File: config.mk
export PLATFORM = sky130hd
export DESIGN_NAME = multicycle_sequencer
export DESIGN_NICKNAME = d
export VERILOG_FILES = /design/src/rtl/multicycle_sequencer.sv
export SDC_FILE = /design/constraint.sdc
export NUM_CORES = 1
export LEC_CHECK = 0
export ABC_AREA = 1
export CORE_MARGIN = 10
export CORE_UTILIZATION = 51
export CTS_CLUSTER_SIZE = 14
export DETAILED_ROUTE_END_ITERATION = 8
export GPL_TIMING_DRIVEN = 0
export PLACE_DENSITY_LB_ADDON = 0.1
export SLEW_MARGIN = 15
export SYNTH_ARGS = -nofsm -noshare
export SYNTH_HDL_FRONTEND = slang
export SYNTH_SLANG_ARGS = --single-unit
File: constraint.sdc
create_clock -name clk -period 1.9 [get_ports clk]
set_clock_uncertainty 0.2 [all_clocks]
set_input_delay 0.38 -clock clk [delete_from_list [all_inputs] [get_ports clk]]
set_output_delay 0.38 -clock clk [all_outputs]
set_load 0.01 [all_outputs]
File: src/rtl/multicycle_sequencer.sv
// Multicycle FETCH/DECODE/EXEC/MEM/WB control sequencer.
// Generates per-phase enables and counts retired instructions.
module multicycle_sequencer #(
  parameter int EXEC_CYCLES = 1,
  parameter int CNT_W       = 16,
  parameter int MEM_TIMEOUT = 0
) (
  input  logic             clk,
  input  logic             rst_n,
  input  logic [5:0]       op,
  input  logic             stall_i,
  input  logic             mem_ack,
  output logic             ir_en,
  output logic             pc_en,
  output logic             reg_wr_en,
  output logic             mem_rd_en,
  output logic             mem_wr_en,
  output logic             mem_timeout,
  output logic [2:0]       state,
  output logic [CNT_W-1:0] retired,
  output logic             busy
);

  typedef enum logic [2:0] {
    S_IDLE   = 3'd0,
    S_FETCH  = 3'd1,
    S_DECODE = 3'd2,
    S_EXEC   = 3'd3,
    S_MEM    = 3'd4,
    S_WB     = 3'd5
  } state_e;

  typedef enum logic [1:0] {
    C_ALU, C_LOAD, C_STORE, C_BRANCH
  } cls_e;

  localparam int TW = (MEM_TIMEOUT > 1) ? $clog2(MEM_TIMEOUT) : 1;
  localparam logic [3:0] EXEC_LAST = 4'(EXEC_CYCLES - 1);
  localparam logic [TW-1:0] TO_LAST =
    TW'((MEM_TIMEOUT > 0) ? MEM_TIMEOUT - 1 : 0);

  state_e           state_q, state_d;
  cls_e             cls_q, cls_d;
  logic [3:0]       ecnt_q, ecnt_d;
  logic [TW-1:0]    tcnt_q, tcnt_d;
  logic [CNT_W-1:0] ret_q, ret_d;
  logic             to_hit;

  function automatic cls_e op_class(input logic [5:0] o);
    cls_e c;
    c = C_ALU;
    unique case (1'b1)
      (o == 6'b100011): c = C_LOAD;
      (o == 6'b101011): c = C_STORE;
      (o == 6'b000100),
      (o == 6'b000101),
      (o == 6'b000111): c = C_BRANCH;
      default:          c = C_ALU;
    endcase
    return c;
  endfunction

  assign to_hit    = (MEM_TIMEOUT > 0) && (tcnt_q == TO_LAST);
  assign mem_rd_en = (state_q == S_MEM) && (cls_q == C_LOAD);
  assign mem_wr_en = (state_q == S_MEM) && (cls_q == C_STORE);
  assign state     = state_q;
  assign retired   = ret_q;
  assign busy      = (state_q != S_IDLE);

  always_comb begin
    state_d     = state_q;
    cls_d       = cls_q;
    ecnt_d      = ecnt_q;
    tcnt_d      = tcnt_q;
    ret_d       = ret_q;
    ir_en       = 1'b0;
    pc_en       = 1'b0;
    reg_wr_en   = 1'b0;
    mem_timeout = 1'b0;
    if (!stall_i) begin
      unique case (state_q)
        S_IDLE:   state_d = S_FETCH;
        S_FETCH: begin
          ir_en   = 1'b1;
          state_d = S_DECODE;
        end
        S_DECODE: begin
          cls_d   = op_class(op);
          ecnt_d  = EXEC_LAST;
          state_d = S_EXEC;
        end
        S_EXEC: begin
          if (ecnt_q == 4'd0) begin
            tcnt_d = '0;
            unique case (cls_q)
              C_BRANCH: begin
                pc_en   = 1'b1;
                state_d = S_FETCH;
              end
              C_LOAD, C_STORE: state_d = S_MEM;
              default:         state_d = S_WB;
            endcase
          end else begin
            ecnt_d = ecnt_q - 4'd1;
          end
        end
        S_MEM: begin
          mem_timeout = to_hit;
          if (mem_ack || to_hit) begin
            tcnt_d = '0;
            // A store retires on the very edge that completes it
            if (cls_q == C_LOAD) begin
              state_d = S_WB;
            end else begin
              pc_en   = 1'b1;
              state_d = S_FETCH;
            end
          end else begin
            tcnt_d = tcnt_q + TW'(1);
          end
        end
        S_WB: begin
          reg_wr_en = 1'b1;
          pc_en     = 1'b1;
          state_d   = S_FETCH;
        end
        default: state_d = S_IDLE;
      endcase
      if (pc_en) ret_d = ret_q + CNT_W'(1);
    end
  end

  always_ff @(posedge clk or negedge rst_n) begin
    if (!rst_n) begin
      state_q <= S_IDLE;
      cls_q   <= C_ALU;
      ecnt_q  <= '0;
      tcnt_q  <= '0;
      ret_q   <= '0;
    end else begin
      state_q <= state_d;
      cls_q   <= cls_d;
      ecnt_q  <= ecnt_d;
      tcnt_q  <= tcnt_d;
      ret_q   <= ret_d;
    end
  end

endmodule

==> impl_metrics.toml <==
[min_path]
hold_path.class = "reg -> reg"

[detailed_routing]
via_per_inst = 4.903
wl_per_cell_um = 12.33
drt_iter0_markers = 105
drt_wl_total_um = 4440
vias = 1765
antenna_left = 0
drc_errors = 0
firstDrtPassIters = 4

[timing]
period_minus_slack_ns = 2.120
worst-slew-pin-transition_ns = 0.5731
grt_setup_unrepaired = "true"
hold_slack_ns = 0.3293
hold_violations = 0
drv_slew = 0
setup_ws_ns = -0.2200
max_freq_mhz = 471.7
fin_crit_sh = 1.116
maxSlewHeadroom = 0.6179
setup_violations = 3

[global_routing]
top_usage_layer = "met2"
met1_usage = 0.1822
grt-ovfl-total = 0
grt_max_degree = 26
grt_pass1_wl_um = 7355
grtUsageMet3 = 0.04079
grt_pass1_vias = 1711
met2_usage = 0.2258
antenna_found_initial = 0
grt_use_total = 0.1457

[placed_design]
dpl.hpwl_um = 2956
gp_congestion = 0.8153
portBuffers = 34

[synthesis]
synthTopCellsByArea = "dfrtp_1, nand2_1, nor2_1"
syn-instance-count = 245
synth_top_cell_area_share = 0.3743
synth_area_um2 = 1672
synth_nets = 260
yosysTopAreaCell = "dfrtp_1"
ys_seq_elements = 25
synth.distinct_cells = 26
ys_warn_count = 0
synth.avg_cell_area_um2 = 6.823
yosysSeqAreaShare = 0.3743

[setup_path]
r2r_setup_slack_ns = 0.03
required_ns = 1.32
path_delay_family = "simple AND/OR/NAND/NOR gates"
crit_type = "reg -> out"
crit_buf_inv = 2
crit_path_frequent_cell = "nor2_4"
worstPathMaxFanout = 3
cp-end-kind = "output pin"
worst-endpoint-arrival_ns = 1.54
crit_path_cell_trace = "buf_6, nor2_4, nand2_2, nor2_4, nor2_4, nor2_8, buf_6"
start_kind = "flip-flop"
max_stage_delay_ns = 0.46
slowest_stage = "dfrtp_2"

[die]
die_area_um2 = 5968
die_h_um = 77.25
num_rows = 20
initial_core_util = 0.5387
die_w_um = 77.25
ioPinCount = 36
coreArea_um2 = 3103

[clocking]
cts_buffer_depth = 2
worstSkewPairLatency_ns = 0.33
cts_buffers = 3
clk_pin_slew_ns = 0.15
htreeDepth = 1
clock-root-buffer = "clkbuf_4"
clock_sinks = 25
cts_tree = "yes"

[cells_and_area]
area_delta_synth_final_pct = 42.51
layout_commonest_cell = "nand2_1"
final_cell_mix = "nand2_1, buf_4, nor2_1"
antenna_cells = 0
fin_nets = 332
drive_gt1_frac = 0.2215

[power]
power_density_nw_per_um2 = 974.3
power.leakage_nw = 1.218
total_power_w = 0.002321
vdd_drop_max_v = 0.0008729

[outcome]
status = "complete, but fails checks"
violations = "setup timing"

[flow_run]
cap_violations = 0
## per-layer routing
metal  share of wire  routed length (um)  vias up
met5               0                   0        -
met4           0.017                  75        0
met3           0.057                 253        6
met2            0.47                2091       36
met1            0.45                2020      808
li1                -                   -      915
## synth_stat cells
cell type  count
conb_1         1
nor2_2         2
nor2_1        27
inv_1         24
o21ai_2        1
or2_1          1
nand3b_1       1
nand4_1        8
nand3_1       16
a21oi_1        1
a31oi_1        1
ha_1           5
buf_4          2
nand2_1      101
xnor2_1        3
o21ai_0       10
nor2_4         3
xor2_1         4
nand2_2        1
nor2_8         1
o21ai_1        1
o211ai_1       2
o21bai_1       1
dfrtp_1       25
inv_2          2
buf_6          1
## power by group
part	internal (W)	leakage, nW	total [W]	switching [W]
Sequential	0.000650	0.326	0.000765	0.000115
Combinational	0.000599	0.874	0.00130	0.000699
Clock	0.0000793	0.0177	0.000258	0.000179
## what timing repair did
item / 4_1_cts / 5_1_grt
pin swaps: 9 / 8
hold buffers: 0 / 1
endpoints found under the setup margin: 24 / 21
gates resized for setup: 43 / 8
setup buffers: 30 / 3
endpoints found under the hold margin: 0 / 25
## layout make-up
class / instances / area [um2]
flip-flops and latches: 25 / 634.4
plain buffers: 2 / 15.01
well taps: 44 / 55.05
fillers: 262 / 720.7
clock inverters: 1 / 5.005
inverters: 26 / 102.6
multi-input cells: 191 / 967.2
clock buffers: 3 / 22.52
repair buffers: 68 / 580.6
## per-stage QoR
stage / std cells / area (um2) / setup TNS [ns] / util / setup slack (ns)
after floorplan: 245 / 1672 / 0 / - / 0.1194
after global placement: 323 / 2067 / -5.123 / 0.6661 / -0.7300
after detailed placement: 323 / 2067 / -5.359 / 0.6661 / -0.7435
after CTS: 357 / 2336 / -0.3200 / 0.7528 / -0.2913
after global routing: 360 / 2382 / -1.363 / 0.7677 / -0.2918
final: 360 / 2382 / -0.2533 / 0.7677 / -0.2200
## flip-flops by register name (all words and copies together) (netlist names)
signal   flops
state        3
ecnt_q       4
cls_q        2
retired     16
## tightest hold or removal path: stages, from the launching register on
cell and delay [ns]:
dfrtp_1 0.38, nand2_1 0.06, o21ai_1 0.06
## cell families (layout without fill, tap and decap cells)
kind of cell | Yosys count | in the layout | synth area share
AO/OA/AOI/OAI | 17 | 17 | 0.05838
AND/OR/NAND/NOR | 161 | 161 | 0.4169
other | 1 | 1 | 0.002243
adder cells (fa/ha/maj) | 5 | 5 | 0.03743
flip-flops | 25 | 25 | 0.3743
XOR/XNOR | 7 | 7 | 0.03668
buffers and inverters | 29 | 100 | 0.07410
## worst paths after layout
path                               end  startpoint  depth (start not counted)
max                              pc_en    state[2]                          7
min                          ecnt_q[1]   ecnt_q[1]                          2
max reg2reg                 retired[6]    cls_q[0]                          8
min reg2reg                  ecnt_q[1]   ecnt_q[1]                          2
max in group asynchronous  retired[11]       rst_n                          2
min in group asynchronous    ecnt_q[0]       rst_n                          2
No activity file was read; power rests on OpenSTA's default activity.
